===== src/rtl/i2s_codec_master_if.sv =====
// Parallel sample bus between the record/play datapath and i2s_codec_master.
//
// Signals:
//   tx_left/tx_right  stereo pair to serialize onto AUD_ADCDAT
//   tx_valid          pair offered by the datapath
//   tx_ready          codec side holding register is empty
//   tx_underrun       one-clk pulse: a frame started with no pair held
//   rx_left/rx_right  last stereo pair deserialized from AUD_DACDAT
//   rx_valid          one-clk pulse: rx_left/rx_right just updated
//
// Modports:
//   master  datapath side (drives tx pair, consumes rx pair)
//   slave   codec serial port side (i2s_codec_master)
interface i2s_codec_master_if #(
  parameter int unsigned DATA_W = 16
) ();

  logic [DATA_W-1:0] tx_left;
  logic [DATA_W-1:0] tx_right;
  logic              tx_valid;
  logic              tx_ready;
  logic              tx_underrun;
  logic [DATA_W-1:0] rx_left;
  logic [DATA_W-1:0] rx_right;
  logic              rx_valid;

  modport master (
    output tx_left,
    output tx_right,
    output tx_valid,
    input  tx_ready,
    input  tx_underrun,
    input  rx_left,
    input  rx_right,
    input  rx_valid
  );

  modport slave (
    input  tx_left,
    input  tx_right,
    input  tx_valid,
    output tx_ready,
    output tx_underrun,
    output rx_left,
    output rx_right,
    output rx_valid
  );

endinterface


===== src/rtl/i2s_codec_master.sv =====
// Clock/frame master and serial data endpoint for the audio codec serial port.
//
// Generates AUD_BCLK and a shared AUD_ADCLRCK/AUD_DACLRCK frame clock from clk, serializes
// the parallel stereo pair onto AUD_ADCDAT and deserializes AUD_DACDAT into a parallel pair.
// Default timing is left-justified, MSB first, MSB driven on the same BCLK fall as the LRCK
// edge. Define I2S_DELAY_EN for standard I2S timing (MSB one BCLK after the LRCK edge; then
// SLOT_BITS must be >= DATA_W+2).
//
// Ports:
//   clk          system clock, all logic on the rising edge
//   rst          synchronous active-high reset
//   en           run enable; dropping it finishes the current frame then idles
//   bus          parallel sample bus (i2s_codec_master_if.slave)
//   AUD_BCLK     bit clock, half period BCLK_DIV clks
//   AUD_ADCLRCK  frame clock, high = left slot, low = right slot
//   AUD_DACLRCK  identical to AUD_ADCLRCK
//   AUD_ADCDAT   serial data out
//   AUD_DACDAT   serial data in, sampled on BCLK rise events
module i2s_codec_master #(
  parameter int unsigned BCLK_DIV  = 4,
  parameter int unsigned SLOT_BITS = 32,
  parameter int unsigned DATA_W    = 16
) (
  input  logic                     clk,
  input  logic                     rst,
  input  logic                     en,
  i2s_codec_master_if.slave        bus,
  output logic                     AUD_BCLK,
  output logic                     AUD_ADCLRCK,
  output logic                     AUD_DACLRCK,
  output logic                     AUD_ADCDAT,
  input  logic                     AUD_DACDAT
);

  localparam int unsigned DivW = (BCLK_DIV > 1) ? $clog2(BCLK_DIV) : 1;
  localparam int unsigned CntW = $clog2(SLOT_BITS);
`ifdef I2S_DELAY_EN
  localparam int unsigned Dly  = 1;
`else
  localparam int unsigned Dly  = 0;
`endif

  typedef enum logic [1:0] {StIdle, StRun, StStop} state_e;

  state_e            state_q, state_d;
  logic [DivW-1:0]   div_q, div_d;
  logic              bclk_q, bclk_d;
  logic              lrck_q, lrck_d;
  logic [CntW-1:0]   bit_q, bit_d;
  // Set once the first frame has started since leaving idle.
  logic              framed_q, framed_d;
  logic              adcdat_q, adcdat_d;
  logic              hold_full_q, hold_full_d;
  logic [DATA_W-1:0] hold_l_q, hold_l_d;
  logic [DATA_W-1:0] hold_r_q, hold_r_d;
  logic [DATA_W-1:0] tx_l_q, tx_l_d;
  logic [DATA_W-1:0] tx_r_q, tx_r_d;
  logic [DATA_W-1:0] rx_sh_l_q, rx_sh_l_d;
  logic [DATA_W-1:0] rx_sh_r_q, rx_sh_r_d;
  logic [DATA_W-1:0] rx_left_q, rx_left_d;
  logic [DATA_W-1:0] rx_right_q, rx_right_d;
  logic              rx_valid_q, rx_valid_d;
  logic              underrun_q, underrun_d;

  logic              active;
  logic              tick;
  logic              rise_ev;
  logic              fall_ev;
  logic              slot_wrap;
  logic              frame_edge;
  logic              stop_now;
  logic              frame_start;
  logic              accept;

  logic [DATA_W-1:0] load_l, load_r;
  logic [DATA_W-1:0] tx_word, tx_shift;
  logic [CntW-1:0]   tx_dbit, rx_dbit;
  logic              tx_in_data, rx_in_data;

  // Event decode
  assign active    = (state_q != StIdle);
  assign tick      = active && (div_q == DivW'(BCLK_DIV - 1));
  assign rise_ev   = tick && !bclk_q;
  assign fall_ev   = tick && bclk_q;
  assign slot_wrap = (bit_q == CntW'(SLOT_BITS - 1));
  // Fall event that would begin a left slot: very first fall, or wrap out of the right slot.
  assign frame_edge  = fall_ev && (!framed_q || (slot_wrap && !lrck_q));
  assign stop_now    = frame_edge && (state_q == StStop) && !en;
  assign frame_start = frame_edge && !stop_now;
  assign accept      = bus.tx_valid && !hold_full_q;

  // FSM next state
  always_comb begin
    state_d = state_q;
    unique case (state_q)
      StIdle: if (en) state_d = StRun;
      StRun:  if (!en) state_d = StStop;
      StStop: begin
        if (en)            state_d = StRun;
        else if (stop_now) state_d = StIdle;
      end
      default: state_d = StIdle;
    endcase
  end

  // Bit clock divider, frame clock and bit counter
  always_comb begin
    div_d    = div_q;
    bclk_d   = bclk_q;
    lrck_d   = lrck_q;
    bit_d    = bit_q;
    framed_d = framed_q;
    if (!active || stop_now) begin
      div_d    = '0;
      bclk_d   = 1'b0;
      lrck_d   = 1'b0;
      bit_d    = '0;
      framed_d = 1'b0;
    end else begin
      if (tick) begin
        div_d  = '0;
        bclk_d = ~bclk_q;
      end else begin
        div_d = div_q + DivW'(1);
      end
      if (fall_ev) begin
        if (!framed_q) begin
          framed_d = 1'b1;
          lrck_d   = 1'b1;
          bit_d    = '0;
        end else if (slot_wrap) begin
          lrck_d = ~lrck_q;
          bit_d  = '0;
        end else begin
          bit_d = bit_q + CntW'(1);
        end
      end
    end
  end

  // Transmit: holding register, frame-start load and serializer
  always_comb begin
    hold_full_d = hold_full_q;
    hold_l_d    = hold_l_q;
    hold_r_d    = hold_r_q;
    tx_l_d      = tx_l_q;
    tx_r_d      = tx_r_q;
    underrun_d  = 1'b0;
    adcdat_d    = adcdat_q;
    load_l      = '0;
    load_r      = '0;

    if (frame_start) begin
      // An old held pair wins; a pair offered into an empty holding register goes straight
      // to the shifters so it does not count as an underrun.
      if (hold_full_q) begin
        load_l      = hold_l_q;
        load_r      = hold_r_q;
        hold_full_d = 1'b0;
      end else if (accept) begin
        load_l = bus.tx_left;
        load_r = bus.tx_right;
      end else begin
        underrun_d = 1'b1;
      end
      tx_l_d = load_l;
      tx_r_d = load_r;
    end else if (accept) begin
      hold_full_d = 1'b1;
      hold_l_d    = bus.tx_left;
      hold_r_d    = bus.tx_right;
    end

    // Bit position within the sample for the bit about to be driven.
    tx_dbit    = bit_d - CntW'(Dly);
    tx_in_data = ((Dly == 0) || (bit_d != '0)) && (tx_dbit < CntW'(DATA_W));
    tx_word    = lrck_d ? tx_l_d : tx_r_d;
    tx_shift   = tx_word << tx_dbit;

    if (stop_now) begin
      adcdat_d = 1'b0;
    end else if (fall_ev) begin
      adcdat_d = tx_in_data & tx_shift[DATA_W-1];
    end
  end

  // Receive: sample on rise events, publish both channels after the right slot LSB
  always_comb begin
    rx_sh_l_d  = rx_sh_l_q;
    rx_sh_r_d  = rx_sh_r_q;
    rx_left_d  = rx_left_q;
    rx_right_d = rx_right_q;
    rx_valid_d = 1'b0;

    rx_dbit    = bit_q - CntW'(Dly);
    rx_in_data = ((Dly == 0) || (bit_q != '0)) && (rx_dbit < CntW'(DATA_W));

    if (rise_ev && framed_q && rx_in_data) begin
      if (lrck_q) begin
        rx_sh_l_d = {rx_sh_l_q[DATA_W-2:0], AUD_DACDAT};
      end else begin
        rx_sh_r_d = {rx_sh_r_q[DATA_W-2:0], AUD_DACDAT};
        if (rx_dbit == CntW'(DATA_W - 1)) begin
          rx_left_d  = rx_sh_l_q;
          rx_right_d = rx_sh_r_d;
          rx_valid_d = 1'b1;
        end
      end
    end
  end

  always_ff @(posedge clk) begin
    if (rst) begin
      state_q     <= StIdle;
      div_q       <= '0;
      bclk_q      <= 1'b0;
      lrck_q      <= 1'b0;
      bit_q       <= '0;
      framed_q    <= 1'b0;
      adcdat_q    <= 1'b0;
      hold_full_q <= 1'b0;
      hold_l_q    <= '0;
      hold_r_q    <= '0;
      tx_l_q      <= '0;
      tx_r_q      <= '0;
      rx_sh_l_q   <= '0;
      rx_sh_r_q   <= '0;
      rx_left_q   <= '0;
      rx_right_q  <= '0;
      rx_valid_q  <= 1'b0;
      underrun_q  <= 1'b0;
    end else begin
      state_q     <= state_d;
      div_q       <= div_d;
      bclk_q      <= bclk_d;
      lrck_q      <= lrck_d;
      bit_q       <= bit_d;
      framed_q    <= framed_d;
      adcdat_q    <= adcdat_d;
      hold_full_q <= hold_full_d;
      hold_l_q    <= hold_l_d;
      hold_r_q    <= hold_r_d;
      tx_l_q      <= tx_l_d;
      tx_r_q      <= tx_r_d;
      rx_sh_l_q   <= rx_sh_l_d;
      rx_sh_r_q   <= rx_sh_r_d;
      rx_left_q   <= rx_left_d;
      rx_right_q  <= rx_right_d;
      rx_valid_q  <= rx_valid_d;
      underrun_q  <= underrun_d;
    end
  end

  assign bus.tx_ready    = !hold_full_q;
  assign bus.tx_underrun = underrun_q;
  assign bus.rx_left     = rx_left_q;
  assign bus.rx_right    = rx_right_q;
  assign bus.rx_valid    = rx_valid_q;

  assign AUD_BCLK    = bclk_q;
  assign AUD_ADCLRCK = lrck_q;
  assign AUD_DACLRCK = lrck_q;
  assign AUD_ADCDAT  = adcdat_q;

endmodule


===== src/flat_wrapper.sv =====
// flat-port wrapper written by rule: the top's interface ports become plain ports
module i2s_codec_master_flat 
#(
  parameter int unsigned BCLK_DIV  = 4,
  parameter int unsigned SLOT_BITS = 32,
  parameter int unsigned DATA_W    = 16
)
  (clk, rst, en, AUD_BCLK, AUD_ADCLRCK, AUD_DACLRCK, AUD_ADCDAT, AUD_DACDAT, bus_tx_left, bus_tx_right, bus_tx_valid, bus_tx_ready, bus_tx_underrun, bus_rx_left, bus_rx_right, bus_rx_valid);
  i2s_codec_master_if #(.DATA_W(DATA_W)) bus_i ();
  input  logic clk;
  input  logic rst;
  input  logic en;
  output logic AUD_BCLK;
  output logic AUD_ADCLRCK;
  output logic AUD_DACLRCK;
  output logic AUD_ADCDAT;
  input  logic AUD_DACDAT;
  input wire logic [$bits(bus_i.tx_left)-1:0] bus_tx_left;
  input wire logic [$bits(bus_i.tx_right)-1:0] bus_tx_right;
  input wire logic [$bits(bus_i.tx_valid)-1:0] bus_tx_valid;
  output wire logic [$bits(bus_i.tx_ready)-1:0] bus_tx_ready;
  output wire logic [$bits(bus_i.tx_underrun)-1:0] bus_tx_underrun;
  output wire logic [$bits(bus_i.rx_left)-1:0] bus_rx_left;
  output wire logic [$bits(bus_i.rx_right)-1:0] bus_rx_right;
  output wire logic [$bits(bus_i.rx_valid)-1:0] bus_rx_valid;
  assign bus_i.tx_left = bus_tx_left;
  assign bus_i.tx_right = bus_tx_right;
  assign bus_i.tx_valid = bus_tx_valid;
  assign bus_tx_ready = bus_i.tx_ready;
  assign bus_tx_underrun = bus_i.tx_underrun;
  assign bus_rx_left = bus_i.rx_left;
  assign bus_rx_right = bus_i.rx_right;
  assign bus_rx_valid = bus_i.rx_valid;
  i2s_codec_master #(.BCLK_DIV(BCLK_DIV), .SLOT_BITS(SLOT_BITS), .DATA_W(DATA_W)) u_core (.clk(clk), .rst(rst), .en(en), .bus(bus_i), .AUD_BCLK(AUD_BCLK), .AUD_ADCLRCK(AUD_ADCLRCK), .AUD_DACLRCK(AUD_DACLRCK), .AUD_ADCDAT(AUD_ADCDAT), .AUD_DACDAT(AUD_DACDAT));
endmodule

===== config.mk =====
export PLATFORM = sky130hd
export DESIGN_NAME = i2s_codec_master_flat
export DESIGN_NICKNAME = d
export VERILOG_FILES = /design/src/rtl/i2s_codec_master_if.sv /design/src/rtl/i2s_codec_master.sv /design/src/flat_wrapper.sv
export SDC_FILE = /design/constraint.sdc
export NUM_CORES = 1
export LEC_CHECK = 0
export BUFFER_PORTS_ARGS = -buffer_cell sky130_fd_sc_hd__clkbuf_2
export CORE_UTILIZATION = 30
export DETAILED_ROUTE_END_ITERATION = 10
export HOLD_SLACK_MARGIN = 0.03
export PLACE_DENSITY = 0.51
export SLEW_MARGIN = 40
export SYNTH_ARGS = -nofsm -noshare
export SYNTH_HDL_FRONTEND = slang
export SYNTH_SLANG_ARGS = --single-unit

===== constraint.sdc =====
create_clock -name clk -period 3.59 [get_ports clk]
set_clock_uncertainty 0.2 [all_clocks]
set_input_delay 0 -clock clk [delete_from_list [all_inputs] [get_ports clk]]
set_output_delay 0 -clock clk [all_outputs]
set_load 0.1 [all_outputs]

# == Word-level counts from Yosys, hierarchy flattened ==
# Cells that the tools add are included.
# op_classes
n_reduce_logical,33
div,0
multipliers,0
n_mux,22
bitwise_logic,5
n_lt_le_gt_ge,2
n_shift,1
addsub,2
n_eq_ne,8
# op_table
op,count
$mux W16,7
$mux W5,4
$shl A16 B5 Y16,1
$logic_and A1 B1 Y1,11
$lt A5 B5 Y1 const B,2
$reduce_or A3 Y1,3
$mux W2,4
$logic_not A1 Y1,7
$mux W1,6
$pmux W2 S3,1
$reduce_and A2 Y1,3
$reduce_and A3 Y1,2
$reduce_or A2 Y1,3
$add A5 B1 Y5 const B,1
$eq A5 B4 Y1 const B,1
$eq A5 B5 Y1 const B,1
$eq A2 B2 Y1 const B,2
$ne A2 B2 Y1 const B,2
$not A1 Y1,4
$ne A3 B2 Y1 const B,1
$add A2 B1 Y2 const B,1
$eq A2 B1 Y1 const B,1
$logic_not A2 Y1,1
$logic_or A1 B1 Y1,2
other kinds (2),2
# totals
memories,0
wordCells,91
ramBits,0
reg_bits,143
mem_bits_ro,0
output_inout_bits,39
latch_bits,0

# == Longest topological paths before layout ==
# Gate-level depths: netlist of the first run.
# depth
depth_word,12
mapped_depth,14
mapped_depth_nobuf,12

# == Least setup slack after synthesis of the first run ==
# No wires, ideal clock.
# synth_path
path_kind,register to register
from,register u_core.lrck_q (netlist: u_core.AUD_ADCLRCK)
to,register u_core.adcdat_q (netlist: u_core.AUD_ADCDAT)
t_required_ns,3.261
synth_period_minus_slack_ns,3.334
path_slack_ns,0.256
t_arrival_ns,3.005
stages_incl_launch_ff,11
cell_sequence,dfxtp_1 > inv_1 > ha_1 > and2b_1 > o41ai_4 > nor2_4 > mux4_2 > a22oi_1 > nand3_1 > mux2i_1 > o211ai_1
# synth_between
elab_chain_cells,12
# synth_rtl
element,line,text
from (decl),i2s_codec_master.sv:48,"logic lrck_q, lrck_d;"
from (signal assigned),i2s_codec_master.sv:236,lrck_q <= lrck_d;
$logic_not A1 Y1,i2s_codec_master.sv:87,assign frame_edge = fall_ev && (!framed_q || (slot_wrap && !lrck_q));
$logic_and A1 B1 Y1,i2s_codec_master.sv:87,
$logic_or A1 B1 Y1,i2s_codec_master.sv:87,
$logic_and A1 B1 Y1,i2s_codec_master.sv:87,
$logic_and A1 B1 Y1 (2 in series),i2s_codec_master.sv:88,assign stop_now = frame_edge && (state_q == StStop) && !en;
$logic_not A1 Y1,i2s_codec_master.sv:89,assign frame_start = frame_edge && !stop_now;
$logic_and A1 B1 Y1,i2s_codec_master.sv:89,
$mux W16,i2s_codec_master.sv:153,if (frame_start) begin
$mux W16,i2s_codec_master.sv:177,tx_word = lrck_d ? tx_l_d : tx_r_d;
$shl A16 B5 Y16,i2s_codec_master.sv:178,tx_shift = tx_word << tx_dbit;
$and A1 B1 Y1,i2s_codec_master.sv:183,adcdat_d = tx_in_data & tx_shift[DATA_W-1];
to (signal assigned),i2s_codec_master.sv:239,adcdat_q <= adcdat_d;
to (decl),i2s_codec_master.sv:52,"logic adcdat_q, adcdat_d;"
# Several ways; a longest one is shown, not always the timed one.
# A chain may end at the register's enable or synchronous reset.

# == Worst setup path after layout of the first run ==
# layout_path
from,register u_core.bit_q[0]
to,register u_core.adcdat_q (netlist: u_core.AUD_ADCDAT)
# layout_between
elab_chain_cells,12
# layout_rtl
element,line,text
from (decl),i2s_codec_master.sv:49,"logic [CntW-1:0] bit_q, bit_d;"
from (signal assigned),i2s_codec_master.sv:237,bit_q <= bit_d;
branches (longest 12 deep; another with $add A5 B1 Y5),-,
# Several ways; the timed one is not identified.

==> metrics.md, run 1 <==
| Metric | Value |
|---|---|
| Setup TNS | 0 ns |
| Fin crit share | a little over nine tenths |
| Clk buf depth | 2 |
| Power density cells | about 480 nW/um2 |
| Max Slew Vio Count | 0 |
| Area contributors post-synth | dfxtp_1, nand2_1, a21oi_1 |
| I/O Buffers | 75 |
| Max incr delay on CP | between 0.4 and 0.5 ns |
| Wire per inst | around 13 um |
| Synthesized area | about 6000 um2 |
| FF+latch count, synth | 143 |
| Worst hold margin | roughly 0.11 ns |
| Initial drt markers | ~270 |
| Part of the Yosys area used for sequential elements | 46.8% |
| Netlist cell types | slightly above 50 |
| Post-synth EDFFs | 0 |
| Fin. Hold Viols | 0 |
| CP endpoint kind | register |
| Antenna Cells | 0 |
| Net Count, Synth | ~800 |
| Later-pin clock latency in the skew report | between 0.4 and 0.5 ns |
| Vias per std cell | around 4.6 |
| Primary FF master, synth | dfxtp_1 |
| YS warnings | 0 |
| Synth area leader | dfxtp_1 |
| CTS root buf | clkbuf_16 |
| Min-delay worst type | input port to register |
| FMAX | roughly 300 MHz |
| CP max stage cell | dfxtp_1 |
| Dpl cell area | 6740 um2 |
| Final ANT Viol Nets | 0 |
| Fin crit period | ~3.4 ns |
| Syn_area_per_cell | just over 8 um2 |
| Largest net degree at the start of global routing | 87 |
| Die X | between 100 and 150 um |
| Finish-stage setup viols | 0 |
| Routed Wire Length | 14500 um |
| Number of max-cap violations | 0 |
| Commonest non-fill, non-tap cell in the layout | nand2_1 |
| Vias in the first global route | 4669 |
| Initial core utilization | 31.0% |
| IO Pins | 76 |
| Layout Utilization | roughly two fifths |
| H-tree depth | 4 |
| Critical Path RT | around 3.7 ns |
| Crit path max-delay family | simple AND/OR/NAND/NOR gates |
| Die area | around 21000 um2 |
| Final #Nets | ~900 |
| Pre-antenna DRT Iters | 5 |
| Buf/Inv on CP | 1 |
| Kind of critical path | register to register |
| Overall global routing resource usage | about 15% |
| Crit-path max FO | 19 |
| GP Congestion | 0.737 |
| Reg clk slew, reported paths | 0.06 ns |
| Share of the synthesized area in the top cell type | a little under half |
| Height of the die | around 140 um |
| Congestion Overflow GR | 0 |
| First-pass GRT wire length | around 24000 um |
| Critical Path Start Type | register |
| Core ar. | ~20000 um2 |
| Cells after Synth | between 700 and 800 |
| Async set or reset register ratio after synthesis | 0% |
| Arr. time, crit path | between 3 and 4 ns |
| Share of layout cells above drive strength 1 | around 16% |
| Leakage power | slightly below 3 nW |
| Most frequent CP cell | ha_1 |
| Vias | 5211 |
| Outcome | completed |
| Drt drc | 0 |
| RSZ-0062 raised after global routing | no |
| Num CTS Buffers | 17 |
| Initial antenna violation count | 0 |
| Detail Placement HPWL | between 9000 and 10000 um |
| Worst-Margin Slew | ~0.73 ns |
| Row Count | 51 |
| CTS tree | yes |
| Sequence of cells on the critical path | ha_2 -> and3_1 -> ha_1 -> ha_1 -> and2b_1 -> nor3_4 -> buf_12 -> mux4_2 -> or2_1 -> a22oi_2 -> a31oi_1 -> o21ai_1 -> o211ai_1 |
| Most frequent cells in the layout | nand2_1, dfxtp_1, a21oi_1 |
| Area Growth Syn to Fin | 26.8% |
| Slew headroom | between 50 and 60% |
| Worst-case vdd ir drop | 0.332 mV |
| Final Cell Area | just under 8000 um2 |
| # clock sinks | roughly 140 |
==> state kept, by name, summed over array words and instances, names as in the netlist <==
register	count
u_core.AUD_BCLK	1
u_core.bus.rx_valid	1
u_core.bit_q	5
u_core.bus.tx_underrun	1
u_core.tx_r_q	16
u_core.bus.rx_right	16
u_core.bus.rx_left	16
u_core.AUD_ADCLRCK	1
u_core.hold_r_q	16
u_core.state_q	2
u_core.rx_sh_l_q	16
u_core.rx_sh_r_q	15
u_core.hold_l_q	16
u_core.framed_q	1
u_core.tx_l_q	16
u_core.hold_full_q	1
u_core.AUD_ADCDAT	1
u_core.div_q	2
==> worst min-delay path, delay by kind of cell <==
kind          cells  cell delay, ns
buf+inv           1            0.41
simple gates      2            0.26
==> kinds of logic after synthesis <==
logic type / after synthesis / share of synthesized area (%)
flops: 143 / 46.8
fa+ha+maj: 5 / 1.02
simple gates: 335 / 22.7
mux: 54 / 10.4
compound gates: 159 / 14.8
buf+inv: 61 / 4.07
xor+xnor: 2 / 0.286
==> where the power goes <==
group          leakage (nW)  internal, mW  switching, mW
combinational          1.52        0.0808          0.120
clock                 0.301          1.18          0.727
sequential             1.16          1.61         0.0190
total                  2.98          2.87          0.866
==> timing repair <==
item | 4_1_cts | 5_1_grt
setup buffers | 0 | 0
gates resized for setup | 0 | 4
hold buffers | 37 | 0
setup endpoints to repair | 0 | 1
hold endpoints to repair | 131 | 0
==> metal layers <==
layer  part of all wire, %  global-route usage [%]  wire length, um
met1                    52                    20.9             7540
met5                     0                       0                0
met2                    43                    21.2             6250
met3                   3.8                    3.59              544
met4                  0.95                    4.99              138
==> synth_stat cells, drive strengths merged (3+ instances only) <==
library cell and n:
nand2 228, dfxtp 143, a21oi 95, nor2 64, mux2i 45, clkbuf 43
o21ai 35, buf 12, nor3 8, a211oi 7, mux4 7, and3 6
inv 6, nand3 6, o211ai 6, a22oi 5, ha 5, nand2b 3
or2 3, or3 3
==> per-stage QoR <==
stage	setup WS [ns]	instances	total power [mW]
floorplan	0.256	759	1.77
global placement	0.197	1058	1.84
detailed placement	0.170	1058	1.84
CTS	0.158	1127	3.79
global route	0.0177	1127	3.89
finish	0.220	1127	3.73
==> area by class of cell <==
type                    count  area, um2
clock buffers              18        429
clock inverters            14        205
fillers                  2071      12000
inverters                   6       22.5
multi-input cells         555       3020
flip-flops and latches    143       2860
well taps                 265        332
repair buffers            126        886
==> final timing paths <==
check	start	end	slack, ns	cells past startpoint
max	u_core.bit_q[0]	u_core.AUD_ADCDAT	0.22	13
min	bus_tx_valid	u_core.hold_full_q	0.11	3
max reg2reg	u_core.bit_q[0]	u_core.AUD_ADCDAT	0.22	13
min reg2reg	u_core.div_q[0]	u_core.div_q[0]	0.23	1
Note: power is estimated with default switching activity, not from simulation.
==> run 2, diff against run 1 <==
--- a/config.mk
+++ b/config.mk
@@ -6,6 +6,7 @@
 export NUM_CORES = 1
 export LEC_CHECK = 0
 export BUFFER_PORTS_ARGS = -buffer_cell sky130_fd_sc_hd__clkbuf_2
+export CORE_ASPECT_RATIO = 1.2
 export CORE_UTILIZATION = 30
 export DETAILED_ROUTE_END_ITERATION = 10
 export HOLD_SLACK_MARGIN = 0.03
==> run 2 against run 1 <==
Combinational power about the same. First-iteration DRC count up 3.8%. Sequential share of layout area up 0.13 points. Global-route usage down 0.072 points. Highest routed layer unchanged.
==> metrics.md, run 2 (synthesis gave the netlist of run 1 again) <==
| Metric | Value |
|---|---|
| I/O Buffers | 75 (unchanged) |
| Sw Pwr | 0.837 mW (-3.3%) |
| Height of the die | 158 um (+9.4%) |
| Max Slew Vio Count | 0 (unchanged) |
| WHS Path Cells | 3 (unchanged) |
| Combinational power share | 5.5% (about the same) |
| Slew headroom | 51.2% (-0.16 points) |
| Setup TNS | 0 ns (unchanged) |
| Final Cell Area | 7730 um2 (-0.34%) |
| Vias | 5230 (+0.36%) |
| Met3 routed WL | 429 um (-21%) |
| Clock power frac | 49.7% (-1.3 points) |
| Wire per inst | 13.1 um (+2.3%) |
| Fin crit period | 3.37 ns (+0.000940 ns) |
| Fin. Hold Viols | 0 (unchanged) |
| Reg clk slew, reported paths | 0.06 ns (about the same) |
| Pre-antenna DRT Iters | 4 (-1) |
| Row Count | 56 (+9.8%) |
| First-pass GRT wire length | 24400 um (+2.7%) |
| Final ANT Viol Nets | 0 (unchanged) |
| Critical R2R Capture | u_core.AUD_ADCDAT |
| Critical Path RT | 3.68 ns (about the same) |
| H-tree depth | 4 (unchanged) |
| Sw Share | 23.0% (-0.20 points) |
| Highest routed metal layer | met4 |
| Crit-path max FO | 6 (-13) |
| IO Pins | 76 (unchanged) |
| Final #Nets | 891 (unchanged) |
| Finish-stage setup viols | 0 (unchanged) |
| Arr. time, crit path | 3.46 ns (about the same) |
| Outcome | completed |
| Non-filler instance count after layout | 1123 (-0.35%) |
| Seq pwr share | 44.7% (+1.1 points) |
| Num CTS Buffers | 17 (unchanged) |
| Core ar. | 19800 um2 (+0.21%) |
| Power density cells | 471 nW/um2 (-2.2%) |
| Initial antenna violation count | 0 (unchanged) |
| Later-pin clock latency in the skew report | 0.42 ns (about the same) |
| Die X | 132 um (-8.6%) |
| Min-delay worst type | input port to register |
| Design Power | 3.64 mW (-2.5%) |
| Share of layout cells above drive strength 1 | 16.4% (-0.12 points) |
| Dpl cell area | 6720 um2 (-0.28%) |
| Drt drc | 0 (unchanged) |
| Initial drt markers | 276 (+3.8%) |
| CTS tree | yes |
| Worst-Margin Slew | 0.732 ns (+0.00242 ns) |
| Number of max-cap violations | 0 (unchanged) |
| FMAX | 297 MHz (about the same) |
| Congestion Overflow GR | 0 (unchanged) |
| RR Startpoint | u_core.bit_q[0] |
| Hold_sp | bus_tx_valid |
| Internal Pwr Total | 2.80 mW (-2.3%) |
| Antenna Cells | 0 (unchanged) |
| Most frequent cells in the layout | nand2_1, dfxtp_1, a21oi_1 |
| Routed Wire Length | 14700 um (+1.9%) |
| Vias per std cell | 4.66 (+0.72%) |
| CP endpoint kind | register |
| Leakage power | 2.97 nW (-0.39%) |
| Largest net degree at the start of global routing | 81 (-6.9%) |
| Initial core utilization | 31.0% (-0.065 points) |
| Critical path startpoint | u_core.bit_q[0] |
| Overall global routing resource usage | 14.5% (-0.072 points) |
| M1 wire length | 7230 um (-4.1%) |
| Fin crit share | 93.9% (about the same) |
| WHS Endpoint | u_core.hold_full_q |
| Critical Path Start Type | register |
| Detail Placement HPWL | 9510 um (-0.11%) |
| CTS root buf | clkbuf_16 |
| WL met2 | 6910 um (+11%) |
| Cells after DPL | 1052 (-0.57%) |
| Vias in the first global route | 4947 (+6.0%) |
| GP Congestion | 0.781 (+6.0%) |
| Worst-case vdd ir drop | 0.330 mV (-0.49%) |
| # clock sinks | 143 (unchanged) |
| R2R depth | 12 (-1) |
| Commonest non-fill, non-tap cell in the layout | nand2_1 |
| Clk buf depth | 2 (unchanged) |
| RSZ-0062 raised after global routing | no |
| Die area | 21000 um2 (about the same) |
| Flop-to-flop setup slack | 0.22 ns (about the same) |
| Area Growth Syn to Fin | 26.4% |
| Kind of critical path | register to register |
run 2: worst max-delay path by stage:
stage | endpoint | slack [ns] | cells after the start
floorplan | u_core.AUD_ADCDAT | 0.26 | 10
global placement | u_core.AUD_ADCDAT | 0.20 | 13
detailed placement | u_core.AUD_ADCDAT | 0.21 | 12
CTS | u_core.AUD_ADCDAT | 0.19 | 12
global route | u_core.AUD_ADCDAT | 0.008 | 13
finish | u_core.AUD_ADCDAT | 0.22 | 12
run 2: area by class of cell:
| cell class | instances | area, um2 |
|---|---|---|
| clock buffer | 19 | 443 |
| clock inverter | 13 | 161 |
| fill | 2134 | 12000 |
| inverter | 6 | 22.5 |
| multi-input combinational | 555 | 3020 |
| sequential | 143 | 2860 |
| tap | 261 | 327 |
| timing repair buffer | 126 | 900 |
run 2: power by group through the flow:
stage               clock (mW)  sequential [mW]  combinational [mW]
floorplan                    0             1.65               0.117
global placement             0             1.66               0.173
detailed placement           0             1.66               0.173
CTS                       1.87             1.63               0.204
global route              1.93             1.63               0.224
finish                    1.81             1.63               0.201
run 2: what timing repair did:
| action | 4_1_cts | 5_1_grt |
|---|---|---|
| hold endpoints to repair | 77 | 0 |
| hold buffers | 37 | 0 |
| endpoints found under the setup margin | 0 | 1 |
| buffers inserted | 0 | 1 |
| gates resized for setup | 0 | 2 |
run 2: per-stage QoR:
step / utilization, % / setup slack (ns) / hold WS [ns]
detailed placement: 34.0 / 0.213 / 0.0429
global route: 39.1 / 0.00810 / 0.170
global placement: 34.0 / 0.205 / 0.0395
floorplan: - / 0.256 / -0.121
finish: 39.1 / 0.219 / 0.105
CTS: 38.9 / 0.192 / 0.0890
run 2: worst max-delay path, cell delays in order (launching register included):
cell and delay, ns:
dfxtp_1 0.35, ha_1 0.26, and3_1 0.22, ha_1 0.26, ha_1 0.19, and2b_1 0.35, o41ai_4 0.11, nor2_4 0.24
mux4_2 0.53, a22oi_1 0.18, nand3_1 0.09, mux2i_1 0.18, o211ai_1 0.09
run 2: metal layers:
layer / GRT usage (%) / vias to the layer above
li1: - / 2727
met5: 0 / -
met4: 4.93 / 0
met3: 2.83 / 15
met2: 24.9 / 88
met1: 18.3 / 2400
